===== config.mk =====
export PLATFORM = sky130hd
export DESIGN_NAME = adder32
export DESIGN_NICKNAME = d
export VERILOG_FILES = /design/src/rtl/adder32.sv
export SDC_FILE = /design/constraint.sdc
export NUM_CORES = 1
export LEC_CHECK = 0
export ABC_AREA = 0
export CORE_MARGIN = 2
export CORE_UTILIZATION = 48
export DETAILED_ROUTE_END_ITERATION = 16
export PLACE_DENSITY_LB_ADDON = 0.05
export RECOVER_POWER = 25
export SYNTH_ARGS = -nofsm -noshare
export SYNTH_HDL_FRONTEND = slang
export SYNTH_SLANG_ARGS = --single-unit

===== constraint.sdc =====
create_clock -name clk -period 5.9 [get_ports clk]
set_input_delay 1.18 -clock clk [delete_from_list [all_inputs] [get_ports clk]]
set_output_delay 1.18 -clock clk [all_outputs]
set_load 0.05 [all_outputs]

===== src/rtl/adder32.sv =====
// Registered unsigned adder built on a Kogge-Stone parallel-prefix carry network.
// The prefix tree is purely combinational; only the (WIDTH+1)-bit sum is registered.
module adder32 #(
  parameter int WIDTH = 32
) (
  input  logic             clk,
  input  logic             rst,
  input  logic [WIDTH-1:0] a,
  input  logic [WIDTH-1:0] b,
  output logic [WIDTH:0]   r
);

  localparam int LEVELS = $clog2(WIDTH);

  logic [WIDTH-1:0] p_bit;
  logic [WIDTH-1:0] g_acc;
  logic [WIDTH-1:0] p_acc;
  logic [WIDTH-1:0] carry;
  logic [WIDTH:0]   r_d;
  logic [WIDTH:0]   r_q;

  // Each level merges every (G,P) group with the group 2^l bits below it.
  // Low positions see zeros shifted in, which acts as the absent carry-in and
  // leaves their already-complete prefix generate unchanged.
  always_comb begin
    p_bit = a ^ b;
    g_acc = a & b;
    p_acc = p_bit;
    for (int l = 0; l < LEVELS; l++) begin
      g_acc = g_acc | (p_acc & (g_acc << (1 << l)));
      p_acc = p_acc & (p_acc << (1 << l));
    end
    carry = {g_acc[WIDTH-2:0], 1'b0};
    r_d   = {g_acc[WIDTH-1], p_bit ^ carry};
  end

  // Result register stage
  always_ff @(posedge clk) begin
    if (rst) begin
      r_q <= '0;
    end else begin
      r_q <= r_d;
    end
  end

  assign r = r_q;

endmodule


* Word-level counts from Yosys, hierarchy flattened *
Cells that the tools add are included.

word-level totals
  bits in latches = 0
  bits in read-only memories = 0
  memories kept = 0
  RAM bits = 0
  word-level logic and storage cells = 18
  bits in registers = 33

operators by class
  div/mod/pow operators = 0
  shifts and indexed selects = 0
  multiply operators = 0
  mux-type cells = 0
  add/sub/neg operators = 0
  equal/unequal tests = 0
  order comparisons = 0
  bitwise operators = 17
  reductions and logical operators = 0

operators by type and width
  operator        count
  $and 32x32->32  10
  $or 32x32->32   5
  $xor 32x32->32  2

* Logic depth before layout (Yosys ltp) *
  word-level depth = 12
  gate-level depth with buffers = 9
  mapped depth without buffers = 9

* Least setup slack after synthesis *
Ideal clock, no wire load.

  path kind = input port to flip-flop
  from = input port a[0]
  to = register r_q[26] (netlist: r[26])
  stages on the path = 9
  data arrival time = 3.201 ns
  data required time = 5.777 ns
  slack = 2.576 ns
  path buffers = 0
  library setup time = 0.123 ns
  cell sequence = ha_1 > fa_1 > a21oi_2 > o211ai_1 > a41oi_2 > nand3_1 > a41o_1 > a31oi_1 > mux2_1

on the way
  word-level cells in the longest chain between the ends = 10

RTL lines
  what                                              line    text
  start, declared                                   8       input logic [WIDTH-1:0] a,
  $and 32x32->32 or $xor 32x32->32 (tied branches)  27, 26
  $and 32x32->32, on equally long branches          30, 31
  $or 32x32->32, or another cell as far along       30      g_acc = g_acc | (p_acc & (g_acc << (1 << l)));
  $or 32x32->32 or $and 32x32->32 (tied branches)   30
  $or 32x32->32 *                                   30
  $and 32x32->32 *                                  30
  $or 32x32->32 *                                   30
  $and 32x32->32 *                                  30
  $or 32x32->32 *                                   30
  $xor 32x32->32 *                                  34      r_d = {g_acc[WIDTH-1], p_bit ^ carry};
  end signal, assigned                              42      r_q <= r_d;
  end, declared                                     20      logic [WIDTH:0] r_q;

Mark *: on every way between the ends. The rest lies on a longest branch, timed or not.
A chain may end at the register's enable or synchronous reset.

* Final worst setup path *
  from = input port a[0]
  to = register r_q[30] (netlist: r[30])

on the way
  word-level cells in the longest chain between the ends = 11

RTL lines
  what                                              line
  $and 32x32->32 or $xor 32x32->32 (tied branches)  27, 26
  $and 32x32->32, on equally long branches          30, 31
  $or 32x32->32 or $and 32x32->32 (tied branches)   30
  $or 32x32->32 *                                   30
  $and 32x32->32 *                                  30
  $or 32x32->32 *                                   30
  $and 32x32->32 *                                  30
  $or 32x32->32 *                                   30
  $and 32x32->32 *                                  30
  $or 32x32->32 *                                   30
  $xor 32x32->32 *                                  34

Marked as above.

==> impl_metrics.ini <==
[sta]
fmax_mhz = 271.8
drv_slew = 40
finalCritPeriodShare_pct = 62.35
rsz0062_at_grt = false
slew_headroom_pct = -16.58
hold_viol = 0
tns_ps = 0
setup_slack_ps = 2221
worst_pin_slew_ps = 1749
setup_viol = 0
min_period_ps = 3679

[global_route]
antenna_found_initial = 0
first_global_vias = 2543
grt_use_total_pct = 22.95
grt-ovfl-total = 0
grt_pass1_wl_um = 11250
grt_max_degree = 40

[die]
die_w_um = 77.74
initial_core_util_pct = 50.46
die_area_um2 = 6044
die_h_um = 77.74
core_um2 = 5172
io_pins = 99
rows = 26

[final_layout]
nets = 513
drive_above_1_share_pct = 5.060
final_cells = 485
areaGrowthSynthToFinish_pct = 43.14
n_antenna_cell = 0
largest_reg_flops = 33

[synth]
yosysMostFrequentCell = nor2_1
synth_edf_count = 0
synth_nets = 414
synth-seq-cells = 33
yosysSeqAreaShare_pct = 25.31
ys_top_cells_by_count = 40 x nor2_1, 33 x dfxtp_1, 32 x a21oi_1, 32 x ha_1, 20 x nand2_1
yosysWarnings = 0
synth_top_area_share_pct = 25.31
yosys-top-cells-area = dfxtp_1 25%, ha_1 15%, a21oi_1 6.1%, nor2_1 5.8%, a21o_1 4.0%
synth_top_area_cell = dfxtp_1
synthArstFlopShare_pct = 0
ys.flop_type = dfxtp_1
ys_types = 50
synth_cells = 315
synth_area_um2 = 2610
synth_area_per_cell_um2 = 8.286

[place]
io_buffers = 98
placed_cells = 477
hpwl_um = 5450
dp_slack_ps = 1938
gp_congestion = 0.8588

[clock_tree]
cts.path.max_buffers = 2
cts_buffers = 5
post_cts.repair.setup_buffers = 0
clk_pin_slew_worst_paths_ps = 80
cts_max_level = 2
cts_tree = yes
hold_buffers = 0
cts.repair.resized = 0
root_buffer = clkbuf_8
cts_num_sinks = 33

[status]
violations = max-capacitance violations, max-slew violations
outcome = finished with violations

[critical_path]
cp.required_ps = 6080
crit_type = in -> reg
slowest_stage = fa_1
arrival_ps = 3860
worst-path-buf-inv = 1
slowest_delay_ps = 420
startpoint_type = input pin
endpoint_kind = flop
crit_fanout = 4
crit_chain = clkdlybuf4s50_1, ha_1, fa_1, a21oi_2, o211ai_1, a41oi_2, nand3_1, a41o_1, a31oi_1, mux2_1
crit_family = compound AO/OA/AOI/OAI gates

[routing]
drc = 0
wl_per_cell_um = 13.84
drt_iter0_drc = 155
wirelength_um = 6711
ant_nets = 0
dr_total_vias = 2653
avgViaCountPerCell = 5.470
firstDrtPassIters = 4

[pwr]
totalPowerFinal_uw = 848.1
p_int_uw = 506.2
p_sw_share_pct = 40.31
p_sw_uw = 341.8
pwr-share-comb_pct = 49.2
pwr-share-seq_pct = 30.5
clock_power_share_pct = 20.3
p_per_area_nw_per_um2 = 227.0
leakagePower_nw = 1.599
vdd_ir_drop_max_v = 0.0001343

[job]
max-cap-violations = 1

[min_path]
min_path_type = in -> reg
## kinds of logic after synthesis
logic type	after synthesis	synth area share (%)
AO/OA/AOI/OAI	106	29.24
XOR/XNOR	17	5.705
adder cells (fa/ha/maj)	33	16.11
buffers and inverters	16	2.445
flip-flops	33	25.31
multiplexers	6	2.589
AND/OR/NAND/NOR	104	18.60
## per-layer routing
layer / up-vias / track usage [%] / part of all wire [%] / wire length, um
li1: 1344 / - / - / -
met3: 16 / 5.930 / 6.5 / 437
met5: - / 0 / 0 / 0
met4: 0 / 8.036 / 2.4 / 158
met2: 93 / 37.67 / 47 / 3142
met1: 1200 / 29.02 / 44 / 2972
## through the flow
stage | utilization (%) | hold slack [ps] | cell area (um^2)
after floorplan | - | 1404 | 2610
after global placement | 70.68 | 1891 | 3656
after detailed placement | 70.68 | 1935 | 3656
after CTS | 72.30 | 1638 | 3740
after global routing | 72.23 | 1678 | 3736
final | 72.23 | 1630 | 3736
## tightest hold or removal path, stage by stage
cell and delay, ps:
clkdlybuf4s50_1 460, ha_1 110, nor2b_1 120
## cells in the final DEF, fill, tap and decap left out, drive strengths merged, types with 9 or more instances in the layout
master,count
nor2,40
a21oi,35
o21ai,17
nand2,20
inv,9
nor2b,10
nor3,11
xor2,9
dfxtp,33
clkdlybuf4s50,85
ha,32
a21o,14
dlygate4sd3,13
## cell type report
cell class | instances | area (um^2)
clock buffer | 7 | 76.32
fill | 421 | 1436
multi-input combinational | 266 | 1886
timing repair buffer | 99 | 984.7
sequential | 33 | 660.6
tap | 70 | 87.58
inverter | 9 | 33.78
clock inverter | 1 | 7.507
## power groups by stage
stage / Combinational, mW / Clock, mW / Sequential [mW]
2_1_floorplan: 0.177 / 0 / 0.368
5_1_grt: 0.450 / 0.187 / 0.262
3_3_place_gp: 0.415 / 0 / 0.264
6_report: 0.417 / 0.172 / 0.259
4_1_cts: 0.421 / 0.174 / 0.260
3_5_place_dp: 0.420 / 0 / 0.264
## path summary, 6_finish.rpt
check / start / end / depth (start not counted)
min: b[0] / r[0] / 3
max: a[0] / r[30] / 10
Power figures use the tool's default switching activity.
